### config.mk
export PLATFORM = sky130hd
export DESIGN_NAME = sdram_arbiter_flat
export DESIGN_NICKNAME = d
export VERILOG_FILES = /design/src/rtl/sdram_arb_pkg.sv /design/src/rtl/sdram_arbiter_if.sv /design/src/rtl/sdram_arb_watchdog.sv /design/src/rtl/sdram_arbiter.sv /design/src/flat_wrapper.sv
export SDC_FILE = /design/constraint.sdc
export NUM_CORES = 1
export LEC_CHECK = 0
export CAP_MARGIN = 5
export CORE_AREA = 2 2 106 108
export CTS_BUF_LIST = sky130_fd_sc_hd__clkbuf_4 sky130_fd_sc_hd__clkbuf_8
export DETAILED_ROUTE_END_ITERATION = 6
export DIE_AREA = 0 0 108 110
export PLACE_DENSITY = 0.8
export SLEW_MARGIN = 20
export SYNTH_ARGS = -nofsm -noshare
export SYNTH_HDL_FRONTEND = slang
export SYNTH_SLANG_ARGS = --single-unit
### constraint.sdc
create_clock -name sys_clk -period 1.9 [get_ports sys_clk]
set_clock_uncertainty 0.1 [all_clocks]
set_input_delay 0.19 -clock sys_clk [delete_from_list [all_inputs] [get_ports sys_clk]]
set_output_delay 0.19 -clock sys_clk [all_outputs]
set_load 0.05 [all_outputs]
### src/rtl/sdram_arb_pkg.sv
// -----------------------------------------------------------------------------
// sdram_arb_pkg
//
// Shared definitions for the two-master SDRAM arbiter slice.
//
// Contents:
//   ADDR_WIDTH_DEF / DATA_WIDTH_DEF - default port widths. These match the
//                                     SDRAM controller instantiation.
//   STREAK_WIDTH                    - width of the m0 streak counter. It covers
//                                     the whole legal M0_MAX_STREAK range
//                                     (1..255).
//   ST_IDLE / ST_ISSUE / ST_RDWAIT  - arbiter FSM state encoding.
//   OWN_M0 / OWN_M1                 - encoding of the master that owns the
//                                     command in flight.
//   streak_inc()                    - saturating increment for the streak
//                                     counter.
// -----------------------------------------------------------------------------
package sdram_arb_pkg;

    localparam int unsigned ADDR_WIDTH_DEF = 23;
    localparam int unsigned DATA_WIDTH_DEF = 32;

    localparam int unsigned STREAK_WIDTH = 8;
    typedef logic [STREAK_WIDTH-1:0] streak_t;

    localparam logic [1:0] ST_IDLE   = 2'd0;
    localparam logic [1:0] ST_ISSUE  = 2'd1;
    localparam logic [1:0] ST_RDWAIT = 2'd2;

    localparam logic OWN_M0 = 1'b0;
    localparam logic OWN_M1 = 1'b1;

    // Saturating increment. The counter never reaches a value above max.
    function automatic streak_t streak_inc(input streak_t cur, input streak_t max);
        return (cur >= max) ? max : cur + streak_t'(1);
    endfunction

endpackage

### src/rtl/sdram_arbiter_if.sv
// -----------------------------------------------------------------------------
// sdram_arbiter_if
//
// One request port of the SDRAM request protocol (req/ack/valid handshake).
// The same interface type is used three times:
//   - the display prefetcher port (m0, read-only: we and data are ignored);
//   - the general read/write port (m1);
//   - the port toward the SDRAM controller (mem).
//
// Signals:
//   req   - command request, held until ack
//   we    - 1 = write, 0 = read
//   addr  - word address
//   data  - write data
//   ack   - one-cycle accept pulse
//   valid - one-cycle read-data pulse
//   q     - read data
//
// Modports:
//   master - issues commands (drives req/we/addr/data, receives ack/valid/q)
//   slave  - serves commands (the opposite direction)
// -----------------------------------------------------------------------------
interface sdram_arbiter_if
    import sdram_arb_pkg::*;
#(
    parameter int unsigned ADDR_WIDTH = ADDR_WIDTH_DEF,
    parameter int unsigned DATA_WIDTH = DATA_WIDTH_DEF
) ();

    logic                  req;
    logic                  we;
    logic [ADDR_WIDTH-1:0] addr;
    logic [DATA_WIDTH-1:0] data;
    logic                  ack;
    logic                  valid;
    logic [DATA_WIDTH-1:0] q;

    modport master (
        output req,
        output we,
        output addr,
        output data,
        input  ack,
        input  valid,
        input  q
    );

    modport slave (
        input  req,
        input  we,
        input  addr,
        input  data,
        output ack,
        output valid,
        output q
    );

endinterface

### src/rtl/sdram_arb_watchdog.sv
// -----------------------------------------------------------------------------
// sdram_arb_watchdog
//
// A loadable down-counter with an expiry indication. It is used to bound the
// time the arbiter waits for read data.
//
// Ports:
//   clk      in  - clock
//   rst      in  - synchronous active-high reset (the count goes to 0)
//   load     in  - load load_val. Load takes priority over counting.
//   en       in  - count down while high. The counter stops at zero.
//   load_val in  - reload value. Expiry happens on the (load_val+1)-th enabled
//                  cycle after the load.
//   expired  out - high in an enabled cycle where the count has reached zero
// -----------------------------------------------------------------------------
module sdram_arb_watchdog #(
    parameter int unsigned WIDTH = 11
) (
    input  logic             clk,
    input  logic             rst,
    input  logic             load,
    input  logic             en,
    input  logic [WIDTH-1:0] load_val,
    output logic             expired
);

    logic [WIDTH-1:0] count_q;

    always_ff @(posedge clk) begin
        if (rst) begin
            count_q <= '0;
        end else if (load) begin
            count_q <= load_val;
        end else if (en && (count_q != '0)) begin
            count_q <= count_q - WIDTH'(1);
        end
    end

    assign expired = en && (count_q == '0);

endmodule

### src/rtl/sdram_arbiter.sv
// -----------------------------------------------------------------------------
// sdram_arbiter
//
// Shares the single SDRAM controller request port between two masters. Only
// one command is in flight at a time.
//   m0 - the display line prefetcher. It is read-only and has high priority.
//   m1 - the general read/write port (font and framebuffer updates). It is
//        forced in after M0_MAX_STREAK back-to-back m0 grants.
//
// Ports:
//   sys_clk     in  - system clock (48 MHz)
//   rst         in  - synchronous, active-high reset
//   m0          slave  - prefetcher port (we/data ignored, always reads)
//   m1          slave  - general read/write port
//   mem         master - SDRAM controller port
//   busy        out - high whenever the FSM is not in IDLE
//   timeout_err out - sticky read-timeout abort flag (cleared by rst only)
//
// Acks and read-valids toward the masters are combinational from mem ack/valid.
// Read data is passed through unregistered.
//
// Optional feature, macro ARB_TIMEOUT_EN: a watchdog aborts a read that sees
// no mem valid within TIMEOUT_CYCLES cycles in RDWAIT, and sets timeout_err.
// Without the macro, RDWAIT waits indefinitely and timeout_err is tied to 0.
// -----------------------------------------------------------------------------
module sdram_arbiter
    import sdram_arb_pkg::*;
#(
    parameter int unsigned ADDR_WIDTH     = ADDR_WIDTH_DEF,
    parameter int unsigned DATA_WIDTH     = DATA_WIDTH_DEF,
    parameter int unsigned M0_MAX_STREAK  = 4,
    parameter int unsigned TIMEOUT_CYCLES = 1024
) (
    input  logic            sys_clk,
    input  logic            rst,
    sdram_arbiter_if.slave  m0,
    sdram_arbiter_if.slave  m1,
    sdram_arbiter_if.master mem,
    output logic            busy,
    output logic            timeout_err
);

    localparam streak_t STREAK_MAX = streak_t'(M0_MAX_STREAK);

    logic [1:0]            state_q, state_d;
    logic                  owner_q, owner_d;
    streak_t               streak_q, streak_d;
    logic                  mem_req_q, mem_req_d;
    logic                  mem_we_q, mem_we_d;
    logic [ADDR_WIDTH-1:0] mem_addr_q, mem_addr_d;
    logic [DATA_WIDTH-1:0] mem_data_q, mem_data_d;

    logic grant_m1;
    logic abort;

    // m0 keeps priority unless it is idle or it has used up its streak.
    assign grant_m1 = !m0.req || (streak_q == STREAK_MAX);

    always_comb begin
        state_d    = state_q;
        owner_d    = owner_q;
        streak_d   = streak_q;
        mem_req_d  = mem_req_q;
        mem_we_d   = mem_we_q;
        mem_addr_d = mem_addr_q;
        mem_data_d = mem_data_q;

        case (state_q)
            ST_IDLE: begin
                // The streak only counts while m1 is actually waiting.
                if (!m1.req) begin
                    streak_d = '0;
                end
                if (m0.req || m1.req) begin
                    state_d   = ST_ISSUE;
                    mem_req_d = 1'b1;
                    if (grant_m1) begin
                        owner_d    = OWN_M1;
                        mem_we_d   = m1.we;
                        mem_addr_d = m1.addr;
                        mem_data_d = m1.data;
                        streak_d   = '0;
                    end else begin
                        owner_d    = OWN_M0;
                        mem_we_d   = 1'b0;
                        mem_addr_d = m0.addr;
                        mem_data_d = '0;
                        if (m1.req) begin
                            streak_d = streak_inc(streak_q, STREAK_MAX);
                        end
                    end
                end
            end

            ST_ISSUE: begin
                // A mem valid that coincides with the ack is dropped here.
                if (mem.ack) begin
                    mem_req_d = 1'b0;
                    state_d   = mem_we_q ? ST_IDLE : ST_RDWAIT;
                end
            end

            ST_RDWAIT: begin
                if (mem.valid || abort) begin
                    state_d = ST_IDLE;
                end
            end

            default: begin
                state_d   = ST_IDLE;
                mem_req_d = 1'b0;
            end
        endcase
    end

    always_ff @(posedge sys_clk) begin
        if (rst) begin
            state_q    <= ST_IDLE;
            owner_q    <= OWN_M0;
            streak_q   <= '0;
            mem_req_q  <= 1'b0;
            mem_we_q   <= 1'b0;
            mem_addr_q <= '0;
            mem_data_q <= '0;
        end else begin
            state_q    <= state_d;
            owner_q    <= owner_d;
            streak_q   <= streak_d;
            mem_req_q  <= mem_req_d;
            mem_we_q   <= mem_we_d;
            mem_addr_q <= mem_addr_d;
            mem_data_q <= mem_data_d;
        end
    end

`ifdef ARB_TIMEOUT_EN
    localparam int unsigned WDT_WIDTH = $clog2(TIMEOUT_CYCLES + 1);

    logic wdt_load;
    logic wdt_expired;
    logic timeout_err_q;

    // Armed on the ack of a read. It then counts the RDWAIT cycles.
    assign wdt_load = (state_q == ST_ISSUE) && mem.ack && !mem_we_q;

    sdram_arb_watchdog #(
        .WIDTH (WDT_WIDTH)
    ) u_watchdog (
        .clk      (sys_clk),
        .rst      (rst),
        .load     (wdt_load),
        .en       (state_q == ST_RDWAIT),
        .load_val (WDT_WIDTH'(TIMEOUT_CYCLES - 1)),
        .expired  (wdt_expired)
    );

    // If data arrives on the last allowed cycle, it still counts as a success.
    assign abort = wdt_expired && !mem.valid;

    always_ff @(posedge sys_clk) begin
        if (rst) begin
            timeout_err_q <= 1'b0;
        end else if (abort) begin
            timeout_err_q <= 1'b1;
        end
    end

    assign timeout_err = timeout_err_q;
`else
    assign abort       = 1'b0;
    assign timeout_err = 1'b0;
`endif

    assign mem.req  = mem_req_q;
    assign mem.we   = mem_we_q;
    assign mem.addr = mem_addr_q;
    assign mem.data = mem_data_q;

    assign m0.ack   = mem.ack && (state_q == ST_ISSUE) && (owner_q == OWN_M0);
    assign m1.ack   = mem.ack && (state_q == ST_ISSUE) && (owner_q == OWN_M1);
    assign m0.valid = mem.valid && (state_q == ST_RDWAIT) && (owner_q == OWN_M0);
    assign m1.valid = mem.valid && (state_q == ST_RDWAIT) && (owner_q == OWN_M1);
    assign m0.q     = mem.q;
    assign m1.q     = mem.q;

    assign busy = (state_q != ST_IDLE);

endmodule

### src/flat_wrapper.sv
// flat-port wrapper written by rule: the top's interface ports become plain ports
module sdram_arbiter_flat import sdram_arb_pkg::*;
#(
    parameter int unsigned ADDR_WIDTH     = ADDR_WIDTH_DEF,
    parameter int unsigned DATA_WIDTH     = DATA_WIDTH_DEF,
    parameter int unsigned M0_MAX_STREAK  = 4,
    parameter int unsigned TIMEOUT_CYCLES = 1024
)
  (sys_clk, rst, busy, timeout_err, m0_req, m0_we, m0_addr, m0_data, m0_ack, m0_valid, m0_q, m1_req, m1_we, m1_addr, m1_data, m1_ack, m1_valid, m1_q, mem_req, mem_we, mem_addr, mem_data, mem_ack, mem_valid, mem_q);
  sdram_arbiter_if #(.ADDR_WIDTH(ADDR_WIDTH), .DATA_WIDTH(DATA_WIDTH)) m0_i ();
  sdram_arbiter_if #(.ADDR_WIDTH(ADDR_WIDTH), .DATA_WIDTH(DATA_WIDTH)) m1_i ();
  sdram_arbiter_if #(.ADDR_WIDTH(ADDR_WIDTH), .DATA_WIDTH(DATA_WIDTH)) mem_i ();
  input  logic sys_clk;
  input  logic rst;
  output logic busy;
  output logic timeout_err;
  input wire logic [$bits(m0_i.req)-1:0] m0_req;
  input wire logic [$bits(m0_i.we)-1:0] m0_we;
  input wire logic [$bits(m0_i.addr)-1:0] m0_addr;
  input wire logic [$bits(m0_i.data)-1:0] m0_data;
  output wire logic [$bits(m0_i.ack)-1:0] m0_ack;
  output wire logic [$bits(m0_i.valid)-1:0] m0_valid;
  output wire logic [$bits(m0_i.q)-1:0] m0_q;
  input wire logic [$bits(m1_i.req)-1:0] m1_req;
  input wire logic [$bits(m1_i.we)-1:0] m1_we;
  input wire logic [$bits(m1_i.addr)-1:0] m1_addr;
  input wire logic [$bits(m1_i.data)-1:0] m1_data;
  output wire logic [$bits(m1_i.ack)-1:0] m1_ack;
  output wire logic [$bits(m1_i.valid)-1:0] m1_valid;
  output wire logic [$bits(m1_i.q)-1:0] m1_q;
  output wire logic [$bits(mem_i.req)-1:0] mem_req;
  output wire logic [$bits(mem_i.we)-1:0] mem_we;
  output wire logic [$bits(mem_i.addr)-1:0] mem_addr;
  output wire logic [$bits(mem_i.data)-1:0] mem_data;
  input wire logic [$bits(mem_i.ack)-1:0] mem_ack;
  input wire logic [$bits(mem_i.valid)-1:0] mem_valid;
  input wire logic [$bits(mem_i.q)-1:0] mem_q;
  assign m0_i.req = m0_req;
  assign m0_i.we = m0_we;
  assign m0_i.addr = m0_addr;
  assign m0_i.data = m0_data;
  assign m0_ack = m0_i.ack;
  assign m0_valid = m0_i.valid;
  assign m0_q = m0_i.q;
  assign m1_i.req = m1_req;
  assign m1_i.we = m1_we;
  assign m1_i.addr = m1_addr;
  assign m1_i.data = m1_data;
  assign m1_ack = m1_i.ack;
  assign m1_valid = m1_i.valid;
  assign m1_q = m1_i.q;
  assign mem_req = mem_i.req;
  assign mem_we = mem_i.we;
  assign mem_addr = mem_i.addr;
  assign mem_data = mem_i.data;
  assign mem_i.ack = mem_ack;
  assign mem_i.valid = mem_valid;
  assign mem_i.q = mem_q;
  sdram_arbiter #(.ADDR_WIDTH(ADDR_WIDTH), .DATA_WIDTH(DATA_WIDTH), .M0_MAX_STREAK(M0_MAX_STREAK), .TIMEOUT_CYCLES(TIMEOUT_CYCLES)) u_core (.sys_clk(sys_clk), .rst(rst), .m0(m0_i), .m1(m1_i), .mem(mem_i), .busy(busy), .timeout_err(timeout_err));
endmodule
==> impl_metrics.json <==
{
  "maxCapViolations": 0,
  "power.density_nw_per_um2": 844.1,
  "crit_path_end_kind": "output pin",
  "final_common_cell": "clkdlybuf4s50_1",
  "avgSynthCellArea_um2": 8.085,
  "clock_sinks": 68,
  "cp_slowest_stage_delay_ns": 0.83,
  "met3_usage_pct": 3.821,
  "via_per_inst": 4.749,
  "synth_fp_nets": 559,
  "crit_required_ns": 1.61,
  "nets": 633,
  "power_uw": 3957,
  "fill_cells": 1027,
  "dieArea_um2": 11880,
  "ir_drop_mv": 0.3809,
  "drive_above_1_share_pct": 10.29,
  "clkTransAtPathRegs_ns": 0.07,
  "drc": 0,
  "grt_pass1_wl_mm": 13.88,
  "detail_route.wl_per_cell_um": 14.28,
  "wl_mm": 8.939,
  "syn_to_final_growth_pct": 42.47,
  "slowest_stage": "clkdlybuf4s50_1",
  "final_cell_area_um2": 4688,
  "yosys_register_bits": 68,
  "use_met1_pct": 15.58,
  "critPathBufInv": 1,
  "hold-worst-slack_ns": 0.1481,
  "die_h_um": 110,
  "core_area_um2": 10700,
  "num_rows": 38,
  "report.final.slew_viol_count": 0,
  "cts_htree_levels": 3,
  "cp.arrival_ns": 1.53,
  "drt_iter0_drc": 161,
  "syn_inst": 407,
  "crit_type": "reg -> out",
  "clockBufferDepth": 2,
  "worst_slew_pin_slew_ns": 0.5415,
  "yosys.area.top_type_share_pct": 41.37,
  "final_antenna_net_count": 0,
  "dp_hpwl_mm": 6.421,
  "path_depth": 1,
  "period_needed_ns": 1.816,
  "yosysSeqAreaShare_pct": 41.37,
  "setup_viol": 0,
  "cellLeakagePower_uw": 0.001711,
  "grt_overflow": 0,
  "grt_pass1_vias": 2999,
  "io_pins": 277,
  "status": "finished clean",
  "syn-cell-area_um2": 3291,
  "cts_setup_buffers": 0,
  "die_w_um": 108,
  "synth_cell_types": 31,
  "synth_area_leaders": "dfxtp_1 41%, buf_4 17%, a21oi_1 9.1%",
  "relSlewSlack_pct": 63.79,
  "grtUsageMet2_pct": 27.85,
  "clock_latency_ns": 0.33,
  "path_max_fanout": 2,
  "stdcell_count": 626,
  "vias": 2973,
  "antenna_found_initial": 0,
  "cts_tree": "built",
  "layout_common_cells": "140 x clkdlybuf4s50_1, 68 x dfxtp_1, 61 x nand2_1",
  "drt_pre_antenna_iters": 4,
  "root_buffer": "clkbuf_8",
  "start_util_pct": 30.76,
  "busiest_layer": "met2",
  "numCtsBuffers": 9,
  "worstHoldPathCells": 3,
  "yosysWarnings": 0,
  "fmax_mhz": 550.8,
  "rsz0062_at_grt": "false",
  "grt_usage_pct": 14.87,
  "tns_ns": 0,
  "n_antenna_cell": 0,
  "yosys.area.top_type": "dfxtp_1",
  "grt_max_degree": 37,
  "gp_congestion": 0.7459,
  "dpl_cell_area_um2": 4497,
  "min_path_type": "in -> reg",
  "timing.final.crit_share_pct": 95.55,
  "holdBufCountCts": 0,
  "critPathLaunchType": "register",
  "cp_top_family": "buffers and inverters",
  "r2r_cells": 7,
  "ctsResizeCount": 0,
  "portBuffers": 146,
  "place_inst": 610,
  "crit_chain": "clkdlybuf4s50_1",
  "hold_violations": 0
}
per-stage QoR:
| stage | setup WS (ns) | util [%] |
|---|---|---|
| 2_1_floorplan | 0.03514 | - |
| 3_3_place_gp | 0.09885 | 42.04 |
| 3_5_place_dp | 0.02022 | 42.04 |
| 4_1_cts | 0.05724 | 43.82 |
| 5_1_grt | 0.02544 | 43.82 |
| 6_report | 0.08450 | 43.82 |
synthesized netlist by cell type:
cell type	number
buf_1	1
nor2_1	31
buf_2	12
and3_1	1
o21ai_2	1
and4_1	1
clkbuf_1	7
dfxtp_1	68
buf_4	73
and2_1	6
nand2_1	62
a211oi_1	14
ha_1	2
nor2b_1	1
inv_1	6
nor2_4	1
o21a_1	1
a2111oi_0	1
or2_2	1
or3_4	1
a211oi_2	10
nand4bb_1	1
conb_1	1
nor3b_1	1
a21oi_1	60
o32a_1	1
nor4_1	1
nand3_1	35
buf_6	1
a31oi_1	1
nor3_1	4
registers in the layout, summed over array words and instances, names as in the netlist:
signal	count
u_core.state_q	2
u_core.streak_q	8
u_core.mem.addr	23
u_core.mem.data	32
u_core.mem.we	1
u_core.mem.req	1
u_core.owner_q	1
worst paths after layout:
path                                     startpoint                  to  slack (ns)
worst max-delay path            u_core.mem.addr[11]        mem_addr[11]        0.08
worst min-delay path                            rst  u_core.streak_q[6]        0.15
worst max register to register   u_core.streak_q[0]  u_core.mem.addr[3]        0.18
worst min register to register   u_core.mem.data[8]  u_core.mem.data[8]        0.35
layer usage:
| metal | wire (um) | vias to the layer above |
|---|---|---|
| li1 | - | 1446 |
| met1 | 3497 | 1382 |
| met2 | 4598 | 126 |
| met3 | 656 | 19 |
| met4 | 186 | 0 |
| met5 | 0 | - |
cell families (layout without fill, tap and decap cells):
logic type | count (synthesis) | in the layout | synth area share (%)
simple gates | 147 | 147 | 19.96
buf+inv | 100 | 179 | 20.42
compound gates | 89 | 89 | 17.38
flops | 68 | 68 | 41.37
fa+ha+maj | 2 | 2 | 0.7603
other cells | 1 | 1 | 0.1140
layout make-up:
| class | instances | area [um^2] | share of cell area, % |
|---|---|---|---|
| Sequential cell | 68 | 1361 | 29.04 |
| Multi-Input combinational cell | 239 | 1274 | 27.17 |
| Clock buffer | 11 | 138.9 | 2.962 |
| Tap cell | 140 | 175.2 | 3.736 |
| Timing Repair Buffer | 157 | 1664 | 35.50 |
| Clock inverter | 5 | 52.55 | 1.121 |
| Inverter | 6 | 22.52 | 0.4804 |
where the power goes:
group	switching, uW	internal, uW	total (uW)
Combinational	708	494	1200
Sequential	63.3	1530	1590
Clock	533	629	1160
Power figures use the tool's default switching activity.
